[config.mk]
export PLATFORM = sky130hd
export DESIGN_NAME = regfile_mp_flat
export DESIGN_NICKNAME = d
export VERILOG_FILES = /design/src/rtl/regfile_mp_if.sv /design/src/rtl/regfile_mp.sv /design/src/flat_wrapper.sv
export SDC_FILE = /design/constraint.sdc
export NUM_CORES = 2
export LEC_CHECK = 0
export CORE_ASPECT_RATIO = 0.75
export CORE_MARGIN = 2
export CORE_UTILIZATION = 55
export DETAILED_ROUTE_END_ITERATION = 10
export GPL_ROUTABILITY_DRIVEN = 1
export PLACE_DENSITY = 0.78
export SYNTH_ARGS = -nofsm -noshare
export SYNTH_HDL_FRONTEND = slang
export SYNTH_SLANG_ARGS = --single-unit
[constraint.sdc]
create_clock -name clk_i -period 48.8 [get_ports clk_i]
set_input_delay 9.76 -clock clk_i [delete_from_list [all_inputs] [get_ports clk_i]]
set_output_delay 9.76 -clock clk_i [all_outputs]
set_load 0.03 [all_outputs]
[src/rtl/regfile_mp_if.sv]
// Bundles the read, writeback and reserve buses of regfile_mp.
// The master side is issue/writeback; the slave side is the register file itself.
interface regfile_mp_if #(
    parameter int XLEN         = 32,
    parameter int NUM_REGS     = 32,
    parameter int NUM_RD_PORTS = 2,
    parameter int NUM_WR_PORTS = 1,
    parameter int ADDR_W       = $clog2(NUM_REGS)
);
    logic [NUM_RD_PORTS-1:0]        rd_en_i;
    logic [NUM_RD_PORTS*ADDR_W-1:0] rd_addr_i;
    logic [NUM_RD_PORTS*XLEN-1:0]   rd_data_o;
    logic [NUM_RD_PORTS-1:0]        rd_busy_o;
    logic [NUM_WR_PORTS-1:0]        wr_en_i;
    logic [NUM_WR_PORTS*ADDR_W-1:0] wr_addr_i;
    logic [NUM_WR_PORTS*XLEN-1:0]   wr_data_i;
    logic                           rsv_en_i;
    logic [ADDR_W-1:0]              rsv_addr_i;
    logic [NUM_REGS-1:0]            busy_o;

    modport master (
        output rd_en_i, rd_addr_i, wr_en_i, wr_addr_i, wr_data_i, rsv_en_i, rsv_addr_i,
        input  rd_data_o, rd_busy_o, busy_o
    );

    modport slave (
        input  rd_en_i, rd_addr_i, wr_en_i, wr_addr_i, wr_data_i, rsv_en_i, rsv_addr_i,
        output rd_data_o, rd_busy_o, busy_o
    );
endinterface

[src/rtl/regfile_mp.sv]
// Multi-port integer register file with same-edge write-to-read bypass and a busy scoreboard.
// Latency: reads and busy updates are registered, 1 cycle; writes are visible at once through the bypass.
// Backpressure: none; every enabled read, write and reserve completes on the edge it is sampled.
module regfile_mp #(
    parameter int XLEN         = 32,
    parameter int NUM_REGS     = 32,
    parameter int NUM_RD_PORTS = 2,
    parameter int NUM_WR_PORTS = 1,
    parameter int ADDR_W       = $clog2(NUM_REGS)
) (
    input  logic        clk_i,
    input  logic        reset_i,
    regfile_mp_if.slave rf
);
    localparam logic [ADDR_W:0] NREGS = (ADDR_W+1)'(NUM_REGS);

    // x0 and addresses beyond the implemented depth are never stored or reserved
    function automatic logic addr_ok(input logic [ADDR_W-1:0] a);
        return (a != '0) && ({1'b0, a} < NREGS);
    endfunction

    logic [XLEN-1:0]              regs_q [NUM_REGS];
    logic [NUM_REGS-1:0]          busy_q, busy_d;
    logic [NUM_RD_PORTS*XLEN-1:0] rd_data_q, rd_data_d;
    logic [NUM_RD_PORTS-1:0]      rd_busy_q, rd_busy_d;

    logic [NUM_WR_PORTS-1:0] wr_vld;
    logic [ADDR_W-1:0]       wr_addr [NUM_WR_PORTS];
    logic [XLEN-1:0]         wr_dat  [NUM_WR_PORTS];
    logic [ADDR_W-1:0]       rd_addr [NUM_RD_PORTS];
    logic                    rsv_vld;

    for (genvar w = 0; w < NUM_WR_PORTS; w++) begin : g_wr
        assign wr_addr[w] = rf.wr_addr_i[w*ADDR_W +: ADDR_W];
        assign wr_dat[w]  = rf.wr_data_i[w*XLEN +: XLEN];
        assign wr_vld[w]  = rf.wr_en_i[w] && addr_ok(wr_addr[w]);
    end

    for (genvar p = 0; p < NUM_RD_PORTS; p++) begin : g_rd
        assign rd_addr[p] = rf.rd_addr_i[p*ADDR_W +: ADDR_W];
    end

    assign rsv_vld = rf.rsv_en_i && addr_ok(rf.rsv_addr_i);

    // Reserve is applied after the clears: it belongs to a newer producer than the writeback
    always_comb begin
        busy_d = busy_q;
        for (int w = 0; w < NUM_WR_PORTS; w++) begin
            if (wr_vld[w]) busy_d[wr_addr[w]] = 1'b0;
        end
        if (rsv_vld) busy_d[rf.rsv_addr_i] = 1'b1;
        busy_d[0] = 1'b0;
    end

    // Later write ports override earlier ones; a same-cycle reserve never shows on rd_busy
    always_comb begin
        rd_data_d = rd_data_q;
        rd_busy_d = rd_busy_q;
        for (int p = 0; p < NUM_RD_PORTS; p++) begin
            if (rf.rd_en_i[p]) begin
                rd_data_d[p*XLEN +: XLEN] = '0;
                rd_busy_d[p]              = 1'b0;
                if (addr_ok(rd_addr[p])) begin
                    rd_data_d[p*XLEN +: XLEN] = regs_q[rd_addr[p]];
                    rd_busy_d[p]              = busy_q[rd_addr[p]];
                    for (int w = 0; w < NUM_WR_PORTS; w++) begin
                        if (wr_vld[w] && (wr_addr[w] == rd_addr[p])) begin
                            rd_data_d[p*XLEN +: XLEN] = wr_dat[w];
                            rd_busy_d[p]              = 1'b0;
                        end
                    end
                end
            end
        end
    end

    always_ff @(posedge clk_i or posedge reset_i) begin
        if (reset_i) begin
            for (int i = 0; i < NUM_REGS; i++) regs_q[i] <= '0;
            busy_q    <= '0;
            rd_data_q <= '0;
            rd_busy_q <= '0;
        end else begin
            for (int w = 0; w < NUM_WR_PORTS; w++) begin
                if (wr_vld[w]) regs_q[wr_addr[w]] <= wr_dat[w];
            end
            busy_q    <= busy_d;
            rd_data_q <= rd_data_d;
            rd_busy_q <= rd_busy_d;
        end
    end

    assign rf.rd_data_o = rd_data_q;
    assign rf.rd_busy_o = rd_busy_q;
    assign rf.busy_o    = busy_q;
endmodule

[src/flat_wrapper.sv]
// flat-port wrapper written by rule: the top's interface ports become plain ports
module regfile_mp_flat 
#(
    parameter int XLEN         = 32,
    parameter int NUM_REGS     = 32,
    parameter int NUM_RD_PORTS = 2,
    parameter int NUM_WR_PORTS = 1,
    parameter int ADDR_W       = $clog2(NUM_REGS)
)
  (clk_i, reset_i, rf_rd_en_i, rf_rd_addr_i, rf_wr_en_i, rf_wr_addr_i, rf_wr_data_i, rf_rsv_en_i, rf_rsv_addr_i, rf_rd_data_o, rf_rd_busy_o, rf_busy_o);
  regfile_mp_if #(.XLEN(XLEN), .NUM_REGS(NUM_REGS), .NUM_RD_PORTS(NUM_RD_PORTS), .NUM_WR_PORTS(NUM_WR_PORTS), .ADDR_W(ADDR_W)) rf_i ();
  input  logic clk_i;
  input  logic reset_i;
  input wire logic [$bits(rf_i.rd_en_i)-1:0] rf_rd_en_i;
  input wire logic [$bits(rf_i.rd_addr_i)-1:0] rf_rd_addr_i;
  input wire logic [$bits(rf_i.wr_en_i)-1:0] rf_wr_en_i;
  input wire logic [$bits(rf_i.wr_addr_i)-1:0] rf_wr_addr_i;
  input wire logic [$bits(rf_i.wr_data_i)-1:0] rf_wr_data_i;
  input wire logic [$bits(rf_i.rsv_en_i)-1:0] rf_rsv_en_i;
  input wire logic [$bits(rf_i.rsv_addr_i)-1:0] rf_rsv_addr_i;
  output wire logic [$bits(rf_i.rd_data_o)-1:0] rf_rd_data_o;
  output wire logic [$bits(rf_i.rd_busy_o)-1:0] rf_rd_busy_o;
  output wire logic [$bits(rf_i.busy_o)-1:0] rf_busy_o;
  assign rf_i.rd_en_i = rf_rd_en_i;
  assign rf_i.rd_addr_i = rf_rd_addr_i;
  assign rf_i.wr_en_i = rf_wr_en_i;
  assign rf_i.wr_addr_i = rf_wr_addr_i;
  assign rf_i.wr_data_i = rf_wr_data_i;
  assign rf_i.rsv_en_i = rf_rsv_en_i;
  assign rf_i.rsv_addr_i = rf_rsv_addr_i;
  assign rf_rd_data_o = rf_i.rd_data_o;
  assign rf_rd_busy_o = rf_i.rd_busy_o;
  assign rf_busy_o = rf_i.busy_o;
  regfile_mp #(.XLEN(XLEN), .NUM_REGS(NUM_REGS), .NUM_RD_PORTS(NUM_RD_PORTS), .NUM_WR_PORTS(NUM_WR_PORTS), .ADDR_W(ADDR_W)) u_core (.clk_i(clk_i), .reset_i(reset_i), .rf(rf_i));
endmodule
==> flow_summary.rst <==
.. list-table::
   :header-rows: 1

   * - Metric
     - Value
   * - Cts repair resizes
     - 0
   * - Aggregate negative setup slack
     - 0 ps
   * - Sw Pwr
     - around 760 uW
   * - Seq pwr share
     - between 40% and 50%
   * - Warning count from the yosys run
     - 0
   * - Yosys reg bits
     - 1121
   * - Average wire length per cell after detail routing
     - between 30 and 40 microns
   * - Setup Crit Path Kind
     - input port to flip-flop
   * - Die area
     - 110000 sq um
   * - Gate family responsible for the most delay along the worst path
     - buffers and inverters
   * - Vert. Die Dim
     - 287 microns
   * - Worst vdd rail ir drop
     - just over 0.03 mV
   * - Top cells by area, synth
     - dfrtp_1 48%, mux2_2 20%, mux4_2 20%
   * - PD cells
     - between 40 and 50 nW/um^2
   * - Hold Worst Slack
     - 396 ps
   * - Number of top-level pins
     - 156
   * - Clock slew at the register clock pins of the worst setup and hold paths
     - ~60 ps
   * - DPL Wire Length
     - 95300 microns
   * - Internal
     - between 1500 and 2000 uW
   * - Post-layout min period
     - approximately 14000 ps
   * - Cells after Synth
     - slightly below 4000
   * - Number of max-cap violations
     - 0
   * - Max-Slew Margin vs Limit
     - 12.4%
   * - Root Driver
     - clkbuf_16
   * - Total Wirelength
     - roughly 180000 microns
   * - Most used cell, CP
     - buf_4
   * - Area growth, synth to finish
     - 9.90%
   * - Leakage power
     - 0.0276 uW
   * - Via count of the routed design
     - between 30000 and 40000
   * - Clk network pwr share
     - around 33%
   * - Proportion of synthesized area in mux cells
     - 41.6%
   * - Critical-path cell with the highest stage delay
     - buf_4
   * - Buffer levels on the longest clock path
     - 3
   * - Clock Sinks
     - 1121
   * - Post-Syn Area
     - just under 60000 sq um
   * - Count of hold buffers inserted by post-cts repair
     - 0
   * - Number of buffers created by CTS
     - around 110
   * - Longest individual stage delay on the worst path
     - ~860 ps
   * - Setup violators final
     - 0
   * - EDFF count, synth
     - 0
   * - Required time worst endpoint
     - around 49000 ps
   * - DRT iter0 DRCs
     - 4843
   * - Share of cells above drive strength 1
     - approximately half
   * - CTS H-tree depth
     - 3
   * - Worst-Margin Slew
     - 1310 ps
   * - 1st-pass router iterations
     - 6
   * - # placed instances
     - between 5000 and 6000
   * - Fmax
     - 72.7 MHz
   * - Max-slew violations
     - 0
   * - Core Util, Final
     - 61.1%
   * - TritonCTS clock tree
     - done
   * - Arr. time, crit path
     - between 10000 and 15000 ps
   * - Cell type with the highest aggregate area in the netlist
     - dfrtp_1
   * - Type of destination of the critical path
     - flip-flop
   * - Overall track demand over capacity in global routing
     - roughly a third
   * - Period utilization
     - ~28%
   * - Bufs and invs on worst path
     - 5
   * - Initial Util
     - 55.6%
   * - Net switching fraction of the power
     - 27.9%
   * - Vias in the first global route
     - roughly 38000
   * - Share of the synthesized area in the top cell type
     - between 40% and 50%
   * - Port Buf Inserts
     - ~150
   * - Dominant combinational cell family by area after synthesis
     - multiplexers
   * - Share of the synthesized area in compound gates (AO/OA/AOI/OAI)
     - approximately 4.0%
   * - Unrepaired setup endpoints after global routing
     - no
   * - Largest fanout on the critical path
     - 45
   * - Final weighted congestion of routability-driven global placement
     - between 0.8 and 0.9
   * - Post-Syn Area per Cell
     - ~15 sq um
   * - Die span in x
     - 382 microns
   * - Number of antenna violations at the first check in global routing
     - 8
   * - Number of different library cells in the post-synthesis netlist
     - 58
   * - Simple-Gate Fraction of Synth Area
     - 2.96%
   * - Net count, final
     - around 3800
   * - Post-layout instance count excluding filler cells
     - between 5000 and 6000
   * - Chain of cells forming the critical path
     - buf_8 -> buf_4 -> buf_4 -> buf_4 -> buf_4 -> mux4_2 -> mux2_2 -> o211ai_1 -> nand3_1
   * - Power share of the combinational group
     - roughly a fifth
   * - Hold WC Path Type
     - flip-flop to flip-flop
   * - Detailed-route DRC error count
     - 0
   * - Pin count of the biggest net entering global routing
     - roughly 170
   * - Cell row count
     - 103
   * - Remaining global-route overflow
     - 0
   * - Core area
     - around 110000 sq um
   * - Xor and xnor fraction of the mapped netlist area
     - less than 1%
   * - Buffers inserted during post-CTS setup optimization
     - 0
   * - Number of nets still failing antenna checks after routing
     - 0
   * - Proportion of synthesized flip-flops having asynchronous set or reset
     - 100%
   * - Final Hold Vio Count
     - 0
   * - Most common flop cell mapped by yosys
     - dfrtp_1
   * - Synthesized netlist net count
     - 3939
   * - Fraction of the mapped netlist area in adder cells
     - 0%
   * - Vias/cell
     - around 7.2
   * - Total chip power
     - around 2700 uW
   * - Result of the run
     - completed
   * - Final clock skew
     - roughly 40 ps
   * - Wire length of the first global-routing pass
     - around 260000 microns
   * - Insertion delay to the later sink of the worst-skew pair
     - around 750 ps
   * - Kind of launch point of the worst setup path
     - input port
   * - Seq/Total Area, Yosys
     - between 40% and 50%
[metrics by stage]
step	setup WS [ps]	area, sq um
4_1_cts	34920	64600
2_1_floorplan	7470	58800
3_3_place_gp	34290	60900
5_1_grt	34580	64600
6_report	35040	64600
3_5_place_dp	34160	60900
[power groups by stage]
| stage | combinational [uW] | clock [uW] | sequential, uW |
|---|---|---|---|
| after floorplan | 420 | 0 | 1240 |
| after global placement | 547 | 0 | 1250 |
| after detailed placement | 564 | 0 | 1260 |
| after CTS | 567 | 895 | 1240 |
| after global routing | 605 | 934 | 1270 |
| final | 567 | 887 | 1250 |
[synth_stat cells (3+ instances only)]
cell and count:
buf_1 43, buf_6 13, and2_1 3, o21ai_0 13
and3_1 8, clkbuf_4 3, o22a_1 32, a21oi_1 34
clkbuf_1 242, nor4_1 33, nand3_1 43, mux2i_1 71
inv_1 17, nand3b_1 4, dfrtp_1 1121, o211ai_1 62
and3b_1 4, o221ai_1 32, o22ai_1 11, nor2b_1 104
a221o_1 32, nor2_1 18, a211oi_1 64, xor2_1 9
a22o_1 9, mux4_2 527, nand2_1 88, mux2_2 1055
buf_2 126, nand2b_1 4, buf_4 22
[flip-flops by register name, indices dropped and copies added (netlist names)]
name                 flops
u_core.regs_q         1024
u_core.rf.rd_data_o     64
u_core.rf.busy_o        31
u_core.rf.rd_busy_o      2
[layer usage]
| metal | global-route usage, % | routed length, microns | up-vias |
|---|---|---|---|
| met2 | 46.8 | 77300 | 2423 |
| met5 | 0.388 | 133 | - |
| met3 | 10.5 | 22300 | 438 |
| met4 | 11.3 | 6620 | 12 |
| met1 | 47.3 | 70500 | 20300 |
| li1 | - | - | 14800 |
[layout make-up]
type,count,area [sq um]
Sequential cell,1121,28100
Inverter,17,71.3
Clock inverter,46,624
Antenna cell,2,5.00
Clock buffer,151,3110
Tap cell,1417,1770
Multi-Input combinational cell,2294,28900
Fill cell,7731,41100
Timing Repair Buffer,221,2100
[layout by cell type, fill, tap and decap left out, drive strengths merged, types with 32 or more instances in the layout]
| cell | count |
|---|---|
| nand2 | 88 |
| a221o | 32 |
| o22a | 32 |
| mux4 | 527 |
| o221ai | 32 |
| clkbuf | 152 |
| dfrtp | 1121 |
| nand3 | 43 |
| nor4 | 33 |
| mux2 | 1055 |
| o211ai | 62 |
| clkdlybuf4s50 | 146 |
| mux2i | 71 |
| a211oi | 64 |
| nor2b | 104 |
| buf | 74 |
| a21oi | 34 |
[kinds of logic (layout without fill, tap and decap cells)]
kind of cell	Yosys count	in the layout
compound gates	306	306
xor+xnor	10	10
buf+inv	466	435
flops	1121	1121
mux	1653	1653
other cells	1	3
simple gates	324	324
[worst paths after layout]
kind / end / start / cells after the start / slack, ps
max in group asynchronous: u_core.regs_q[374] / reset_i / 5 / 35850
worst min register to register: u_core.regs_q[1013] / u_core.regs_q[1013] / 0 / 400
min in group asynchronous: u_core.regs_q[612] / reset_i / 2 / 9570
worst max register to register: u_core.rf.rd_data_o[26] / u_core.regs_q[410] / 5 / 46730
worst min-delay path: u_core.regs_q[1013] / u_core.regs_q[1013] / 0 / 400
worst max-delay path: u_core.rf.rd_data_o[44] / rf_rd_addr_i[5] / 9 / 35040
Power figures use the tool's default switching activity.
